$ cat src/rtl/uart_tx.sv
// UART transmit engine: byte FIFO feeding an 8N1/8E1/8O1/8N2 serialiser with a
// programmable bit period. All outputs are registered.
module uart_tx #(
  parameter int FIFO_DEPTH = 8
) (
  input  logic                          clk,
  input  logic                          rst,
  input  logic                          enable_i,
  input  logic [31:0]                   divider_i,
  input  logic                          parity_en_i,
  input  logic                          parity_odd_i,
  input  logic                          stop2_i,
  input  logic [7:0]                    tx_d_i,
  input  logic                          tx_d_valid_i,
  input  logic                          ovf_clr_i,
  output logic                          tx_o,
  output logic                          busy_o,
  output logic                          fifo_empty_o,
  output logic                          fifo_full_o,
  output logic [$clog2(FIFO_DEPTH):0]   fifo_level_o,
  output logic                          overflow_o,
  output logic                          done_o
);

  localparam int AW = $clog2(FIFO_DEPTH);
  localparam int LW = AW + 1;
  localparam logic [LW-1:0] DEPTH_L = LW'(FIFO_DEPTH);

  localparam logic [2:0] S_IDLE   = 3'd0;
  localparam logic [2:0] S_START  = 3'd1;
  localparam logic [2:0] S_DATA   = 3'd2;
  localparam logic [2:0] S_PARITY = 3'd3;
  localparam logic [2:0] S_STOP   = 3'd4;

  logic [7:0]    mem [FIFO_DEPTH];
  logic [AW-1:0] wr_ptr, rd_ptr;

  logic [2:0]  state;
  logic [31:0] cnt;
  logic [2:0]  bit_idx;
  logic        stop_idx;
  logic [7:0]  data;
  logic [31:0] d_lat;
  logic        pe_lat, po_lat, s2_lat;

  logic [2:0]  nxt_state;
  logic [31:0] nxt_cnt;
  logic [2:0]  nxt_bit;
  logic        nxt_stop;
  logic [7:0]  nxt_data;
  logic [31:0] nxt_d;
  logic        nxt_pe, nxt_po, nxt_s2;
  logic        nxt_tx, nxt_done;
  logic [LW-1:0] nxt_level;

  logic bit_end, last_stop, pop, push_ok;

  // d_lat is never 0 outside IDLE, so cnt always has a reachable terminal value.
  assign bit_end   = (state != S_IDLE) && (cnt == d_lat - 32'd1);
  assign last_stop = (state == S_STOP) && (stop_idx == s2_lat);
  assign pop       = enable_i && (fifo_level_o != '0) &&
                     ((state == S_IDLE) || (last_stop && bit_end));
  assign push_ok   = tx_d_valid_i && ((fifo_level_o != DEPTH_L) || pop);
  assign nxt_level = fifo_level_o + {{(LW-1){1'b0}}, push_ok}
                                  - {{(LW-1){1'b0}}, pop};

  always_comb begin
    // NOTE: every comb output gets a default first so no latch is inferred.
    nxt_state = state;
    nxt_cnt   = cnt;
    nxt_bit   = bit_idx;
    nxt_stop  = stop_idx;
    nxt_data  = data;
    nxt_d     = d_lat;
    nxt_pe    = pe_lat;
    nxt_po    = po_lat;
    nxt_s2    = s2_lat;
    if (pop) begin
      // Frame start (also back-to-back from the last stop bit).
      nxt_state = S_START;
      nxt_cnt   = '0;
      nxt_data  = mem[rd_ptr];
      nxt_d     = (divider_i == '0) ? 32'd1 : divider_i;
      nxt_pe    = parity_en_i;
      nxt_po    = parity_odd_i;
      nxt_s2    = stop2_i;
    end else if (state != S_IDLE) begin
      if (bit_end) begin
        nxt_cnt = '0;
        case (state)
          S_START: begin
            nxt_state = S_DATA;
            nxt_bit   = '0;
          end
          S_DATA: begin
            if (bit_idx == 3'd7) begin
              nxt_state = pe_lat ? S_PARITY : S_STOP;
              nxt_stop  = 1'b0;
            end else begin
              nxt_bit = bit_idx + 3'd1;
            end
          end
          S_PARITY: begin
            nxt_state = S_STOP;
            nxt_stop  = 1'b0;
          end
          S_STOP: begin
            if (last_stop) nxt_state = S_IDLE;
            else           nxt_stop  = 1'b1;
          end
          default: nxt_state = S_IDLE;
        endcase
      end else begin
        nxt_cnt = cnt + 32'd1;
      end
    end

    case (nxt_state)
      S_START:  nxt_tx = 1'b0;
      S_DATA:   nxt_tx = nxt_data[nxt_bit];
      S_PARITY: nxt_tx = (^nxt_data) ^ nxt_po;
      default:  nxt_tx = 1'b1;
    endcase
    // done_o is registered, so flag the cycle that will be the final stop cycle.
    nxt_done = (nxt_state == S_STOP) && (nxt_stop == nxt_s2) &&
               (nxt_cnt == nxt_d - 32'd1);
  end

  // NOTE: FIFO storage has no reset; pointers and level define validity.
  always_ff @(posedge clk) begin
    if (push_ok) mem[wr_ptr] <= tx_d_i;
  end

  always_ff @(posedge clk) begin
    // NOTE: sequential state uses non-blocking assignments only.
    if (rst) begin
      state        <= S_IDLE;
      cnt          <= '0;
      bit_idx      <= '0;
      stop_idx     <= 1'b0;
      data         <= '0;
      d_lat        <= 32'd1;
      pe_lat       <= 1'b0;
      po_lat       <= 1'b0;
      s2_lat       <= 1'b0;
      wr_ptr       <= '0;
      rd_ptr       <= '0;
      fifo_level_o <= '0;
      fifo_empty_o <= 1'b1;
      fifo_full_o  <= 1'b0;
      overflow_o   <= 1'b0;
      tx_o         <= 1'b1;
      busy_o       <= 1'b0;
      done_o       <= 1'b0;
    end else begin
      state        <= nxt_state;
      cnt          <= nxt_cnt;
      bit_idx      <= nxt_bit;
      stop_idx     <= nxt_stop;
      data         <= nxt_data;
      d_lat        <= nxt_d;
      pe_lat       <= nxt_pe;
      po_lat       <= nxt_po;
      s2_lat       <= nxt_s2;
      wr_ptr       <= wr_ptr + {{(AW-1){1'b0}}, push_ok};
      rd_ptr       <= rd_ptr + {{(AW-1){1'b0}}, pop};
      fifo_level_o <= nxt_level;
      fifo_empty_o <= (nxt_level == '0);
      fifo_full_o  <= (nxt_level == DEPTH_L);
      // A dropped write takes priority over a clear in the same cycle.
      if (tx_d_valid_i && !push_ok) overflow_o <= 1'b1;
      else if (ovf_clr_i)           overflow_o <= 1'b0;
      tx_o         <= nxt_tx;
      busy_o       <= (nxt_state != S_IDLE);
      done_o       <= nxt_done;
    end
  end

endmodule

$ cat config.mk
export PLATFORM = sky130hd
export DESIGN_NAME = uart_tx
export DESIGN_NICKNAME = d
export VERILOG_FILES = /design/src/rtl/uart_tx.sv
export SDC_FILE = /design/constraint.sdc
export NUM_CORES = 1
export LEC_CHECK = 0
export CAP_MARGIN = 20
export CORE_MARGIN = 2
export CORE_UTILIZATION = 55
export DETAILED_ROUTE_END_ITERATION = 8
export HOLD_SLACK_MARGIN = 0.02
export PLACE_DENSITY = 0.77
export SLEW_MARGIN = 40
export SYNTH_ARGS = -nofsm -noshare
export SYNTH_HDL_FRONTEND = slang
export SYNTH_SLANG_ARGS = --single-unit
$ cat constraint.sdc
create_clock -name clk -period 5.8 [get_ports clk]
set_input_delay 1.16 -clock clk [delete_from_list [all_inputs] [get_ports clk]]
set_output_delay 1.16 -clock clk [all_outputs]
set_load 0.1 [all_outputs]
==> qor.csv, run 1 <==
metric,value,unit
Sequential Power Share,22.7,%
"commonest cells after routing, fill and taps aside","nand2_1 (133), nor2_1 (117), dfxtp_1 (91)",
largest net degree at the start of global routing,62,
asr flop ratio synth,0,%
Reg area,3890,um2
register clock-pin slew on the reported worst setup and hold paths,0.08,ns
port bufs,57,
max-cap violation count,0,
CP startpoint kind,flip-flop,
Vias,10500,
row count,51,
Die X,144,um
Cells after Synth,1238,
status,"complete, no violations",
CTS Sinks,162,
Clock power frac,16.9,%
first-pass GRT wire length,56000,um
Synth warnings,0,
Psw,3.39,mW
share of layout cells above drive strength 1,15.7,%
leakage,4.48,nW
Slew HR,43.2,%
main combinational cell family by area after synthesis,simple AND/OR/NAND/NOR gates,
setup ws final,0.223,ns
worst-case clock skew,0.0152,ns
XOR/XNOR Fraction of Synth Area,8.92,%
final-report setup violation count,0,
number of hold buffers added after CTS,0,
Arrival @ worst endpoint,5.94,ns
max-slew violations,0,
Num CTS Buffers,17,
combinational share of power,60.3,%
synthesized net count,1301,
syn_area_per_cell,8.69,um2
DIE AREA,20700,um2
TritonCTS clock tree,built,
largest fanout on the critical path,5,
ys flop type,dfxtp_1,
RSZ-0062 raised after global routing,yes,
Initial Util,55.7,%
Detailed Route WL,37200,um
Post-Place Cell Area,11800,um2
Finished Layout Cells,1590,
Synth Area in Adders,1.81,%
initial drt markers,1331,
Post-Syn Area,10800,um2
DP Cell Count,1545,
Die H,144,um
P&R area growth vs syn,17.2,%
setup TNS,0,ns
power per cell area,550,nW/um2
DR WL/cell,23.4,um
initial antenna violation count,0,
hold_ws,0.477,ns
final hold vios,0,
internal power,3.54,mW
period utilisation layout,96.2,%
Pwr Total,6.93,mW
DRC viols,0,
sequential area share after synthesis,36.1,%
Initial DRT Pass Iterations,6,
vias in the first global route,9696,
post-synth top area share,18.2,%
peak supply drop,426,uV
HPWL Detailed,26500,um
critical path type,flip-flop to flip-flop,
Fillers,1600,
synthesized flop and latch total,162,
Min-Delay Path Class,flip-flop to flip-flop,
Worst EP required,6.16,ns
"Clk Latency, worst-skew pair",0.44,ns
final worst path period need,5.58,ns
"worst slack, placed",0.224,ns
Final Core Density,65.2,%
maximum clock rate,0.179,GHz
area of the multi-input gates,6540,um2
IO Count,58,
buffer depth of the longest clock path,2,
Core ar.,19300,um2
Synth Area in Simple Gates,26.1,%
via-per-instance ratio,6.59,
Unique masters post-synth,88,
"commonest non-fill, non-tap cell in the layout",nand2_1,
"area leader, netlist",dfxtp_1,
clock root buffer,clkbuf_16,
compound-gate portion of the synthesized area,15.1,%
post-synthesis mux area share,7.66,%
Detail Route Antenna Nets,0,
H-tree Lvls,4,
Crit. End Element,flip-flop,
Area contributors post-synth,"dfxtp_1 (18%), edfxtp_1 (18%), xnor2_1 (5.2%)",
Slew @ Worst Pin,0.850,ns
final instance area,12600,um2
Tot GR Track Use,36.3,%
nets@finish,1374,
sw frac,48.9,%
number of flops mapped to enable cells by yosys,64,
grt total ovfl,0,
GPL Wtd Cong,1.04,
-- critical path: stages, from the launching register on --
cell and delay (ns):
dfxtp_2 0.34, or4_4 0.59, buf_4 0.18, or3_1 0.47, o31ai_1 0.34, o31ai_2 0.15, nor4_4 0.19, and4_4 0.30
a21oi_4 0.07, clkinv_4 0.09, mux2i_4 0.26, ha_4 0.19, nand3b_1 0.12, nor4_2 0.31, nand2_1 0.15, nor2_2 0.19
mux2i_2 0.12, a2111oi_2 0.40, or4b_4 0.51, a32oi_2 0.25, nand4_1 0.13, nor4_2 0.14
-- metal layers --
metal / vias up / share of wire (%) / global-route usage (%)
met5: - / 0 / 0
met4: 0 / 4.9 / 16.0
met3: 144 / 11 / 8.16
met2: 644 / 45 / 56.0
met1: 4954 / 40 / 48.9
li1: 4737 / - / -
-- timing repair --
item	4_1_cts	5_1_grt
endpoints found under the setup margin	0	1
buffers inserted	0	12
resized for setup	0	31
-- synth_stat cells, types with 5 or more instances --
cell / number
o21ai_0: 35
o22ai_1: 5
xnor2_1: 64
nand2_1: 133
and4_1: 8
xor2_1: 43
clkbuf_1: 61
o31ai_1: 12
dfxtp_1: 98
mux4_2: 16
buf_1: 6
inv_1: 21
or2_2: 6
mux2_2: 11
o31a_1: 7
nand2b_1: 13
o211ai_1: 11
or3_1: 27
a21o_1: 5
a211oi_1: 7
and2_1: 10
a32oi_1: 5
a21oi_1: 68
buf_2: 13
a311oi_1: 5
mux2i_1: 34
nor3_1: 63
nand4_1: 27
and3_1: 19
nand3_1: 32
nor2b_1: 15
or4_1: 16
nor2_1: 118
a41oi_1: 6
a31oi_1: 7
ha_1: 14
nor4_1: 29
edfxtp_1: 64
nand3b_1: 6
-- worst paths after layout --
path | startpoint | endpoint | slack [ns] | cells past startpoint
worst min register to register | po_lat | po_lat | 0.48 | 2
worst max register to register | d_lat[2] | done_o | 0.22 | 21
worst max-delay path | d_lat[2] | done_o | 0.22 | 21
worst min-delay path | po_lat | po_lat | 0.48 | 2
-- cells by family (layout without fill, tap and decap cells) --
group	Yosys count	count (layout)
buffers and inverters	109	195
flip-flops	162	162
AND/OR/NAND/NOR	548	548
XOR/XNOR	108	108
AO/OA/AOI/OAI	235	235
multiplexers	61	61
other	0	1
adder cells (fa/ha/maj)	15	15
-- power groups by stage --
stage,sequential [mW],combinational [mW],clock [mW]
after floorplan,1.61,2.60,0
after global placement,1.58,3.86,0
after detailed placement,1.59,3.84,0
after CTS,1.56,3.88,1.18
after global routing,1.60,4.41,1.23
final,1.58,4.18,1.17
-- area by class of cell --
cell class	count	area share, %
Antenna cell	1	0.0198
Clock buffer	17	3.37
Clock inverter	15	1.48
Inverter	22	0.694
Multi-Input combinational cell	967	51.9
Sequential cell	162	30.9
Tap cell	265	2.63
Timing Repair Buffer	141	9.09
-- state kept, by name, summed over array words and instances, names as in the netlist, 3 cells and up --
name and cells:
bit_idx 3, data 8, wr_ptr 3, fifo_level_o 4, mem 64, cnt 32
d_lat 32, rd_ptr 3, state 3
Note: power is estimated with default switching activity, not from simulation.
==> inputs of run 2 (changes only) <==
--- a/config.mk
+++ b/config.mk
@@ -6,7 +6,6 @@
 export NUM_CORES = 1
 export LEC_CHECK = 0
 export CAP_MARGIN = 20
-export CORE_MARGIN = 2
 export CORE_UTILIZATION = 55
 export DETAILED_ROUTE_END_ITERATION = 8
 export HOLD_SLACK_MARGIN = 0.02
==> run 2 against run 1 <==
  * The run now ends with setup timing left
  * Combinational power rose by 1%
  * Cell count fell by 0.57%
  * Non-clock buffer count fell by 4
  * Global-route usage rose by 2.6 points
  * Via count rose by 1.5%
  * Highest routed layer is now met5
==> qor.csv, run 2 (same netlist as run 1, synthesis figures left out) <==
metric,value,unit
Biggest register,mem,
status,"complete, but fails checks",
CTS Sinks,162,
final worst path period need,5.81,ns
Die X,142,um
CP startpoint kind,flip-flop,
row count,50,
Die H,142,um
Initial DRT Pass Iterations,6,
first-pass GRT wire length,58000,um
largest fanout on the critical path,5,
largest registers,"mem (64), cnt (32), d_lat (32)",
max reg flops,64,
Fillers,1550,
Detail Route Antenna Nets,0,
maximum clock rate,0.172,GHz
GPL Wtd Cong,1.07,
Worst EP required,6.16,ns
critical path type,flip-flop to flip-flop,
port bufs,57,
antenna cells,0,
Core ar.,19000,um2
TritonCTS clock tree,built,
Min-Delay Path Class,flip-flop to flip-flop,
Tot GR Track Use,38.9,%
P&R area growth vs syn,17.1,%
DR WL/cell,24.4,um
largest net degree at the start of global routing,78,
RSZ-0062 raised after global routing,yes,
largest stage delay on the critical path,0.60,ns
Slew @ Worst Pin,0.740,ns
register clock-pin slew on the reported worst setup and hold paths,0.08,ns
Vias,10600,
final hold vios,0,
clock root buffer,clkbuf_16,
WP buf/inv,1,
final-report setup violation count,1,
Crit. End Element,flip-flop,
IO Count,58,
Final Core Density,66.5,%
H-tree Lvls,4,
share of layout cells above drive strength 1,15.4,%
peak supply drop,510,uV
worst-path cell chain,or4_4 -> or4_4 -> xor2_1 -> or3_4 -> nor4_4 -> and4_4 -> a21oi_4 -> inv_6 -> mux2i_2 -> ha_2 -> nand3b_1 -> nor4_2 -> nand2_1 -> nor2_4 -> mux2i_2 -> a2111oi_2 -> or4b_4 -> a32oi_2 -> nand4_1 -> nor4_2,
Num CTS Buffers,17,
vias in the first global route,9877,
max-cap violation count,0,
max-slew violations,0,
DIE AREA,20100,um2
"commonest cells after routing, fill and taps aside","nand2_1 (133), nor2_1 (116), dfxtp_1 (94)",
hold_ws,0.474,ns
"commonest non-fill, non-tap cell in the layout",nand2_1,
Slowest cell on crit path,or4_4,
Pwr Total,6.98,mW
setup ws final,-0.00539,ns
buffer depth of the longest clock path,2,
failing checks,setup timing,
worst-case clock skew,0.0126,ns
leakage,4.47,nW
DRC viols,0,
nets@finish,1371,
"Clk Latency, worst-skew pair",0.45,ns
CP top delay family,simple AND/OR/NAND/NOR gates,
initial antenna violation count,1,
HPWL Detailed,27800,um
via-per-instance ratio,6.73,
setup TNS,-0.00539,ns
Slew HR,49.4,%
initial drt markers,1469,
Detailed Route WL,38600,um
grt total ovfl,0,
power per cell area,554,nW/um2
period utilisation layout,100,%
Arrival @ worst endpoint,6.17,ns
Initial Util,56.8,%
number of hold buffers added after CTS,0,
[run 2: changes by cell type in the layout (fill, tap and decap cells not counted), moves of 2 or more]
cell / previous run / this run
dfxtp_1: 91 / 94
buf_4: 84 / 79
or4_1: 13 / 15
nor4_2: 5 / 7
dfxtp_2: 7 / 4
clkinv_8: 3 / 6
nor4_1: 26 / 23
or4_4: 5 / 3
inv_12: 3 / 1
[run 2: final timing paths]
| path | start | end | slack, ns | cells past startpoint |
|---|---|---|---|---|
| max reg2reg | d_lat[2] | done_o | -0.005 | 20 |
| min reg2reg | po_lat | po_lat | 0.47 | 2 |
| min | po_lat | po_lat | 0.47 | 2 |
| max | d_lat[2] | done_o | -0.005 | 20 |
[run 2: cell type report]
| type | instances | area [um2] | area share, % |
|---|---|---|---|
| Clock buffer | 17 | 425 | 3.37 |
| Clock inverter | 15 | 196 | 1.56 |
| Inverter | 22 | 87.6 | 0.695 |
| Multi-Input combinational cell | 968 | 6560 | 52.1 |
| Sequential cell | 162 | 3890 | 30.8 |
| Tap cell | 260 | 325 | 2.58 |
| Timing Repair Buffer | 137 | 1120 | 8.88 |
[run 2: metrics by stage]
step	setup WS (ns)	instances	cell area [um2]
after floorplan	0.0548	1238	10800
after global placement	0.0608	1540	11800
after detailed placement	0.0269	1540	11800
after CTS	0.0452	1572	12400
after global routing	-0.0838	1581	12600
final	-0.00539	1581	12600
[run 2: repair_timing]
action / 4_1_cts / 5_1_grt
buffers inserted: 0 / 8
gates resized for setup: 0 / 26
setup endpoints to repair: 0 / 1
[run 2: routing by layer]
layer	vias to the layer above	wire length (um)	track usage [%]	share of wire, %
met5	-	12	0	0.031
met4	2	2000	18.8	5.2
met3	152	4280	8.88	11
met2	691	17300	60.9	45
met1	5078	15000	50.7	39
li1	4715	-	-	-
[run 2: worst min-delay path: stages, from the launching register on]
cell     delay [ns]
dfxtp_1        0.32
nand2_1        0.06
a21oi_1        0.05
[run 2: power breakdown]
part / internal, mW / switching, mW
registers: 1.35 / 0.222
logic: 1.56 / 2.67
clock network: 0.592 / 0.592
==> inputs of run 3 (changes only) <==
--- a/config.mk
+++ b/config.mk
@@ -6,10 +6,12 @@
 export NUM_CORES = 1
 export LEC_CHECK = 0
 export CAP_MARGIN = 20
-export CORE_UTILIZATION = 55
+export CELL_PAD_IN_SITES_DETAIL_PLACEMENT = 2
+export CELL_PAD_IN_SITES_GLOBAL_PLACEMENT = 2
+export CORE_UTILIZATION = 34
 export DETAILED_ROUTE_END_ITERATION = 8
 export HOLD_SLACK_MARGIN = 0.02
-export PLACE_DENSITY = 0.77
+export PLACE_DENSITY = 0.87
 export SLEW_MARGIN = 40
 export SYNTH_ARGS = -nofsm -noshare
 export SYNTH_HDL_FRONTEND = slang
==> run 3 against run 2 <==
  * The run now ends clean
  * Largest cell class unchanged
  * Flip-flop and latch count unchanged
  * Count of clock-buffer cells in the layout did not move
  * Via count grew 3.6%
  * First-iteration DRC count is 43% lower
  * Maximum frequency up 0.45%
  * Critical path depth increased by 2
  * Global-route usage fell by 8.5 points
  * Worst setup slack better by 0.026 ns
  * Non-clock buffer count is 32 higher
  * Wire length rose by 29%
  * Register-to-register slack improved by 0.03 ns
  * Highest routed layer unchanged
==> qor.csv, run 3 (same netlist as run 1, synthesis figures left out) <==
metric,value,unit
register clock-pin slew on the reported worst setup and hold paths,0.07,ns
Crit. End Element,flip-flop,
DRC viols,0,
critical path type,flip-flop to flip-flop,
Worst EP required,6.16,ns
vias in the first global route,11700,
"worst slack, placed",-0.0899,ns
maximum clock rate,0.173,GHz
DIE AREA,32400,um2
buffer depth of the longest clock path,2,
max-cap violation count,0,
Arrival @ worst endpoint,6.14,ns
Die X,180,um
RR Endpoint,done_o,
peak supply drop,364,uV
"commonest non-fill, non-tap cell in the layout",nand2_1,
nets@finish,1402,
"commonest cells after routing, fill and taps aside","nand2_1 (132), nor2_1 (116), buf_4 (111)",
DP Cell Count,1701,
CP startpoint kind,flip-flop,
Detailed Route WL,49800,um
number of hold buffers added after CTS,0,
share of layout cells above drive strength 1,18.5,%
Initial Util,34.9,%
Min-Delay Path Class,flip-flop to flip-flop,
"Clk Latency, worst-skew pair",0.47,ns
max reg flops,64,
H-tree Lvls,4,
Finished Layout Cells,1749,
port bufs,57,
row count,64,
CTS Sinks,162,
Core ar.,30800,um2
Pwr Total,7.53,mW
worst-case clock skew,0.0201,ns
Slew HR,43.0,%
HPWL Detailed,36000,um
Post-Place Cell Area,12200,um2
setup ws final,0.0208,ns
via-per-instance ratio,6.30,
Die H,180,um
hold path cells,2,
Slew @ Worst Pin,0.848,ns
largest registers,"mem (64), cnt (32), d_lat (32)",
max-slew violations,0,
period utilisation layout,99.6,%
final-report setup violation count,0,
final instance area,13100,um2
Vias,11000,
Biggest register,mem,
Num CTS Buffers,17,
power per cell area,576,nW/um2
Initial DRT Pass Iterations,6,
first-pass GRT wire length,74000,um
final worst path period need,5.78,ns
setup TNS,0,ns
worst r2r path cells,22,
GPL Wtd Cong,0.974,
P&R area growth vs syn,21.6,%
largest fanout on the critical path,6,
Final Core Density,42.4,%
largest net degree at the start of global routing,69,
initial antenna violation count,2,
DR WL/cell,28.5,um
status,"complete, no violations",
Worst Hold End,overflow_o,
TritonCTS clock tree,built,
initial drt markers,833,
Tot GR Track Use,30.3,%
Detail Route Antenna Nets,0,
IO Count,58,
clock root buffer,clkbuf_16,
RSZ-0062 raised after global routing,yes,
RR Startpoint,d_lat[1],
leakage,4.64,nW
flop2flop setup slack,0.02,ns
hold_ws,0.471,ns
grt total ovfl,0,
final hold vios,0,
hold path startpoint,overflow_o,
==> run 3: cell types whose count changed in the layout (fill, tap and decap cells not counted), sizes merged <==
cell    delta
diode      +1
clkinv     -2
inv        +2
buf       +32
or4        -1
==> run 3: worst max-delay path by stage <==
stage / from / endpoint / slack (ns) / cells past startpoint
global placement: d_lat[18] / done_o / 0.14 / 21
CTS: d_lat[7] / done_o / 0.03 / 20
finish: d_lat[1] / done_o / 0.02 / 22
floorplan: d_lat[5] / done_o / 0.05 / 25
detailed placement: d_lat[18] / done_o / -0.09 / 21
global route: d_lat[1] / done_o / -0.12 / 22
==> run 3: power by group <==
group / total, mW / internal (mW) / switching (mW)
Combinational: 4.74 / 1.76 / 2.98
Sequential: 1.62 / 1.35 / 0.261
Clock: 1.18 / 0.579 / 0.596
Total: 7.53 / 3.70 / 3.84
==> run 3: what timing repair did <==
item	CTS	global route
cloned	0	0
resized for setup	1	50
pin swaps	0	22
buffers inserted	0	15
setup endpoints to repair	1	1
==> run 3: worst max-delay path, cell delays in order (launching register included) <==
cell,delay (ns)
dfxtp_2,0.39
inv_1,0.14
ha_4,0.20
or3b_2,0.47
o21ai_0,0.34
a21oi_1,0.23
a21o_1,0.24
nor4_4,0.29
and4_4,0.30
a21oi_4,0.08
clkinv_4,0.09
mux2i_4,0.24
ha_2,0.21
nand3b_1,0.16
nor4_4,0.33
nand2_2,0.12
nor2_4,0.11
mux2i_2,0.10
a2111oi_4,0.36
or4b_4,0.52
a32oi_4,0.27
nand4_1,0.17
nor4_2,0.31
==> run 3: cell type report <==
class,instances,area [um2]
flip-flops and latches,162,3900
multi-input cells,967,6640
repair buffers,169,1370
fillers,3322,17700
well taps,396,495
clock inverters,15,155
diodes,1,2.50
clock buffers,17,425
inverters,22,87.6
==> run 3: layer usage <==
| metal | share of wire (%) | GRT usage [%] | up-vias |
|---|---|---|---|
| li1 | - | - | 4774 |
| met3 | 6.0 | 5.27 | 143 |
| met4 | 4.3 | 14.4 | 2 |
| met2 | 50 | 52.9 | 418 |
| met5 | 0.026 | 0 | - |
| met1 | 40 | 36.1 | 5689 |
